<file path="config.mk">
export PLATFORM = sky130hd
export DESIGN_NAME = mux_arb_i8
export DESIGN_NICKNAME = d
export VERILOG_FILES = /design/src/rtl/mux_arb_i8_pkg.sv /design/src/rtl/mux_arb_i8_rr_arb2.sv /design/src/rtl/mux_i8_b_i8_i8.sv /design/src/rtl/mux_arb_i8.sv
export SDC_FILE = /design/constraint.sdc
export NUM_CORES = 1
export LEC_CHECK = 0
export BUFFER_PORTS_ARGS = -buffer_cell sky130_fd_sc_hd__buf_2
export CORE_MARGIN = 4
export CORE_UTILIZATION = 46
export CTS_CLUSTER_DIAMETER = 200
export DETAILED_ROUTE_END_ITERATION = 8
export PLACE_DENSITY = 0.84
export SYNTH_ARGS = -nofsm -noshare
export SYNTH_HDL_FRONTEND = slang
export SYNTH_SLANG_ARGS = --single-unit
</file>
<file path="constraint.sdc">
create_clock -name clock -period 2.1 [get_ports clock]
set_clock_uncertainty 0.15 [all_clocks]
set_input_delay 0.315 -clock clock [delete_from_list [all_inputs] [get_ports clock]]
set_output_delay 0.315 -clock clock [all_outputs]
set_load 0.05 [all_outputs]
</file>
<file path="src/rtl/mux_arb_i8_pkg.sv">
// Shared encodings for the two-source arbitrated mux: output slot state,
// source identifiers and the per-source beat counter width.
package mux_arb_i8_pkg;

  typedef enum logic {
    EMPTY = 1'b0,
    FULL  = 1'b1
  } state_t;

  // Source encoding doubles as the mux cond polarity: 1 selects A.
  typedef enum logic {
    SRC_B = 1'b0,
    SRC_A = 1'b1
  } src_t;

  localparam int CNT_W = 8;

endpackage

</file>
<file path="src/rtl/mux_arb_i8_rr_arb2.sv">
// Two-requester grant logic: fixed priority to A or round-robin against the
// previously granted source; nothing is granted unless en is high.
module rr_arb2
  import mux_arb_i8_pkg::*;
(
  input  logic req_a,
  input  logic req_b,
  input  logic prio,
  input  logic last_grant,
  input  logic en,
  output logic grant_a,
  output logic grant_b
);

  always_comb begin
    grant_a = 1'b0;
    grant_b = 1'b0;
    if (en) begin
      if (req_a && req_b) begin
        // On a tie A wins under fixed priority or when B was served last.
        if (prio || (last_grant == SRC_B)) begin
          grant_a = 1'b1;
        end else begin
          grant_b = 1'b1;
        end
      end else begin
        grant_a = req_a;
        grant_b = req_b;
      end
    end
  end

endmodule

</file>
<file path="src/rtl/mux_i8_b_i8_i8.sv">
// Existing two-input data select cell: y = cond ? a : b.
module mux_i8_b_i8_i8 #(
  parameter int WIDTH = 8
) (
  input  logic             cond,
  input  logic [WIDTH-1:0] a,
  input  logic [WIDTH-1:0] b,
  output logic [WIDTH-1:0] y
);

  assign y = cond ? a : b;

endmodule

</file>
<file path="src/rtl/mux_arb_i8.sv">
// Two-source valid/ready arbiter feeding a single-entry output register,
// with per-source wrapping beat counters.
module mux_arb_i8
  import mux_arb_i8_pkg::*;
#(
  parameter int WIDTH = 8
) (
  input  logic             clock,
  input  logic             reset,
  input  logic             prio,
  input  logic             a_valid,
  input  logic [WIDTH-1:0] a_data,
  output logic             a_ready,
  input  logic             b_valid,
  input  logic [WIDTH-1:0] b_data,
  output logic             b_ready,
  output logic             y_valid,
  output logic [WIDTH-1:0] y_data,
  output logic             y_sel,
  input  logic             y_ready,
  output logic [CNT_W-1:0] cnt_a,
  output logic [CNT_W-1:0] cnt_b
);

  state_t           state;
  state_t           state_next;
  src_t             last_grant;
  logic             slot_free;
  logic             arb_en;
  logic             grant_a;
  logic             grant_b;
  logic             grant;
  logic [WIDTH-1:0] mux_y;

  // The slot may be refilled in the same cycle it drains; reset blocks grants.
  assign slot_free = (state == EMPTY) || y_ready;
  assign arb_en    = slot_free && !reset;
  assign grant     = grant_a || grant_b;
  assign a_ready   = grant_a;
  assign b_ready   = grant_b;
  assign y_valid   = (state == FULL);

  rr_arb2 u_arb (
    .req_a      (a_valid),
    .req_b      (b_valid),
    .prio       (prio),
    .last_grant (last_grant),
    .en         (arb_en),
    .grant_a    (grant_a),
    .grant_b    (grant_b)
  );

  mux_i8_b_i8_i8 #(
    .WIDTH (WIDTH)
  ) u_mux (
    .cond (grant_a),
    .a    (a_data),
    .b    (b_data),
    .y    (mux_y)
  );

  always_ff @(posedge clock) begin
    if (reset) begin
      state <= EMPTY;
    end else begin
      state <= state_next;
    end
  end

  always_comb begin
    state_next = state;
    case (state)
      EMPTY: begin
        if (grant) begin
          state_next = FULL;
        end
      end
      FULL: begin
        if (y_ready && !grant) begin
          state_next = EMPTY;
        end
      end
      default: state_next = EMPTY;
    endcase
  end

  // Beat register, round-robin history and counters only move on a transfer.
  always_ff @(posedge clock) begin
    if (reset) begin
      y_data     <= '0;
      y_sel      <= 1'b0;
      last_grant <= SRC_B;
      cnt_a      <= '0;
      cnt_b      <= '0;
    end else if (grant) begin
      y_data     <= mux_y;
      y_sel      <= grant_a;
      last_grant <= grant_a ? SRC_A : SRC_B;
      if (grant_a) begin
        cnt_a <= cnt_a + 1'b1;
      end
      if (grant_b) begin
        cnt_b <= cnt_b + 1'b1;
      end
    end
  end

endmodule

</file>
== Word-level counts from Yosys, hierarchy flattened ==
Cells that the tools add are included.
W data, S select, Z words.

* Logic and storage cells: 31
* Flip-flop bits (word level): 27
* Input port bits: 22
* Output and inout bits: 28

* Reductions and logical operators: 10
* Muxes and demuxes: 11
* Bitwise logic cells: 2
* Add/sub/neg operators: 2

{| class="wikitable"
|+ Operators by type and width
! cell !! count
|-
| $add A8 B1 Y8 const B || 2
|-
| $mux W1 || 9
|-
| $mux W8 || 1
|-
| $reduce_and A2 Y1 || 2
|-
| $logic_and A1 B1 Y1 || 3
|-
| $logic_or A1 B1 Y1 || 3
|-
| $logic_not A1 Y1 || 2
|-
| $not A1 Y1 || 2
|-
| $pmux W1 S2 || 1
|}

== Longest topological paths before layout ==
* Word-level depth: 10
* Depth in mapped cells: 6
* Depth with buffers taken out: 5

== Modules after synthesis ==
Synthesis repeated with hierarchy kept, for this count alone.

* Cells, all modules: 132
* Area total of the unflattened synthesis: 1199.9 sq um

{| class="wikitable"
|+ By module, submodules not included
! module !! cells an instance !! instances !! area an instance (sq um) !! seq. area each (sq um)
|-
| mux_arb_i8 || 118 || 1 || 1032.2 || 520.5
|-
| mux_i8_b_i8_i8 || 9 || 1 || 131.4 || 0.0
|-
| rr_arb2 || 5 || 1 || 36.3 || 0.0
|}

== Worst setup path after synthesis ==
No wires, ideal clock.

* Kind: register to register
* Start: register, netlist name y_sel
* End: register cnt_b[7]
* Data arrival time: 2.359 ns
* Required time: 1.829 ns
* Clock period less this slack: 2.630 ns
* Slack: -0.530 ns
* Setup time: 0.121 ns
* Stages on the path, launching flop included: 5
* Buffers on the path: 0
* Path through: dfxtp_1 nand2b_1 a211oi_2 and3_1 mux2_2

{| class="wikitable"
|+ RTL lines
! element !! line !! text
|-
| to (signal assigned) || mux_arb_i8.sv:103 || <nowiki>cnt_b <= cnt_b + 1'b1;</nowiki>
|-
| to (decl) || mux_arb_i8.sv:22 || <nowiki>output logic [CNT_W-1:0] cnt_b</nowiki>
|}

==> reports/metrics.cfg <==
[cells_and_area]
drive_gt1_share_pct=35.3
fin_util_pct=62.5
stdcell_count=214
diodes=0
nets=209
nFillCells=208
fin_area_um2=1530
areaGrowthSynthToFinish_pct=30.0

[placed_design]
place_hpwl_um=2080
dp_cells=208
pre_cts_ws_ns=0.171
gp_congestion=0.763
placed_cell_area_um2=1470
port_buffers=49

[global_routing]
grt_usage_pct=16.7
antenna_found_initial=0
grt_pass1_wl_um=4550
grt_max_degree=25
grt_pass1_vias=1074
grt-ovfl-total=0

[clock_tree]
cts_tree=done
htree_num_levels=1
cts.path.max_buffers=2
numCtsBuffers=3
clkLatencyLatePin_ns=0.32
cts.clk_slew.worst_paths_ns=0.13
root_buffer=clkbuf_4
cts.sinks=26

[floorplan]
row_count=18
start_util_pct=48.1
die_h_um=58.6
io_pins=50
dieArea_um2=3440
die_w_um=58.6
core_region_area_um2=2450

[sta]
max_freq_mhz=496
rsz0062_at_grt=false
slew_headroom_pct=57.6
layout_setup_ws_ns=0.0838
report.final.hold_viol_count=0
worst_pin_slew_ns=0.632
setup_viol=0
tns_ns=0
slew_violations=0
fin_crit_sh_pct=96.0
period_minus_slack_ns=2.02

[drt]
wl_met1_um=1130
ant_nets=0
firstDrtPassIters=5
wl_met2_um=1380
drt_iter0_markers=87
top_layer=met4
met3_length_um=258
wl_um=2800
avgRoutedWirePerCell_um=13.1
viasPerCell=5.50
drc=0
vias=1178

[yosys]
synth-seq-cells=26
synth_cells=133
syn_avg_cell_area_um2=8.87
seq_area_frac_synth_pct=44.1
synth_nets=157
syn-cell-area_um2=1180
synth_cell_types=28
ys_warn_count=0

[setup_path]
endpoint_kind=output port
cp_top_family=simple AND/OR/NAND/NOR gates
critPathMaxStageDelay_ns=0.40
cp-start-kind=register
critPathArrivalTime_ns=1.55
setup.worst_path.class=reg2out
crit_buf_inv=2
cp_num_cells=4
path_cells=and3b_1 -> or3_4 -> inv_2 -> buf_8
cp_data_required_time_ns=1.63
cpMaxStageDelayCell=or3_4
r2r_cells=5
critPathMaxFanout=4

[flow_run]
cap_viol_max_count=0

[pwr]
p_clk_share_pct=25.1
vdd_drop_max_uv=490
switching_share_pct=30.6
p_per_area_nw_per_um2=644
seqPwrFrac_pct=53.4
switchingPower_mw=0.302
p_int_mw=0.686
p_comb_share_pct=21.5
leakagePower_nw=0.714

[worst_hold_path]
min_path_type=in2reg
min_path_cells=2

[status]
status=completed

==> state kept, by name (all words and copies together), names as in the netlist <==
signal and cells:
cnt_b 8, y_valid 1, y_sel 1, cnt_a 8, y_data 8
==> worst reg2reg max path, stage by stage, from the launching register on <==
cell and delay, ns:
dfxtp_4 0.38, and3b_1 0.21, or3_4 0.40, buf_4 0.20, or3_1 0.35, a21oi_1 0.14
==> power by group through the flow <==
stage | logic [mW] | registers, mW | clock network, mW
6_report | 0.212 | 0.528 | 0.248
3_3_place_gp | 0.199 | 0.538 | 0
4_1_cts | 0.207 | 0.528 | 0.260
3_5_place_dp | 0.204 | 0.539 | 0
5_1_grt | 0.228 | 0.531 | 0.282
2_1_floorplan | 0.0721 | 0.611 | 0
==> placed cells by master (no fill, tap or decap), types with 5 or more instances in the layout <==
master | netlist | routed
a21oi_1 | 7 | 7
nand2_1 | 6 | 6
nand2b_1 | 7 | 7
a221oi_1 | 8 | 8
buf_2 | 2 | 47
dfxtp_1 | 26 | 24
nor2_1 | 17 | 17
nor2b_1 | 5 | 5
nor3_1 | 8 | 8
==> per-stage QoR <==
step / hold WS [ns] / total power [mW]
4_1_cts: 0.0566 / 0.994
3_3_place_gp: 0.320 / 0.737
3_5_place_dp: 0.326 / 0.743
5_1_grt: 0.0624 / 1.04
2_1_floorplan: 0.343 / 0.683
6_report: 0.0688 / 0.988
==> per-layer routing <==
metal,track usage [%],vias to the layer above
li1,-,580
met1,20.1,541
met2,28.9,53
met3,3.51,4
met4,6.80,0
met5,0,-
==> logic make-up after synthesis <==
kind of cell / count (synthesis) / synth area share (%)
fa+ha+maj: 2 / 2.12
buf+inv: 9 / 3.07
xor+xnor: 4 / 2.97
mux: 6 / 5.30
compound gates: 24 / 14.6
simple gates: 62 / 27.8
flops: 26 / 44.1
==> path summary, 6_finish.rpt <==
check	start	to	slack, ns
setup / recovery	y_sel	a_ready	0.08
hold / removal	reset	y_valid	0.07
setup reg to reg	y_sel	cnt_a[6]	0.21
hold reg to reg	cnt_a[7]	cnt_a[7]	0.34
==> area by class of cell <==
type | instances | area [um^2] | area share, %
flip-flops and latches | 26 | 526 | 34.3
inverters | 3 | 11.3 | 0.734
well taps | 30 | 37.5 | 2.45
multi-input cells | 98 | 636 | 41.4
clock buffers | 4 | 36.3 | 2.37
repair buffers | 53 | 288 | 18.8
==> synthesized netlist by cell type <==
| cell type | count | area share, % |
|---|---|---|
| dfxtp_1 | 26 | 44 |
| nor2_1 | 17 | 5.4 |
| a221oi_1 | 8 | 5.9 |
| nor3_1 | 8 | 3.4 |
| a21oi_1 | 7 | 3.0 |
| nand2b_1 | 7 | 3.7 |
| nand2_1 | 6 | 1.9 |
| nor2b_1 | 5 | 2.7 |
| and4_1 | 4 | 3.0 |
| clkbuf_1 | 4 | 1.3 |
| mux2i_1 | 4 | 3.4 |
| nand3_1 | 4 | 1.7 |
| o21ai_0 | 4 | 1.7 |
| or3_1 | 4 | 2.1 |
| xnor2_1 | 4 | 3.0 |
| and3_1 | 3 | 1.6 |
| inv_1 | 3 | 0.95 |
| buf_2 | 2 | 0.85 |
| ha_1 | 2 | 2.1 |
| mux2_2 | 2 | 1.9 |
| nand4_1 | 2 | 1.1 |
| a2111oi_2 | 1 | 1.3 |
| a211oi_2 | 1 | 1.1 |
| a21o_1 | 1 | 0.64 |
| and3b_1 | 1 | 0.74 |
| nor4_1 | 1 | 0.53 |
| o21ai_1 | 1 | 0.42 |
| o31ai_1 | 1 | 0.64 |
==> repair_timing <==
item / in CTS / in global routing
pin swaps: 0 / 1
hold buffers: 0 / 0
buffers inserted: 0 / 2
resized for setup: 3 / 3
setup endpoints to repair: 1 / 2
No activity file was read; power rests on OpenSTA's default activity.
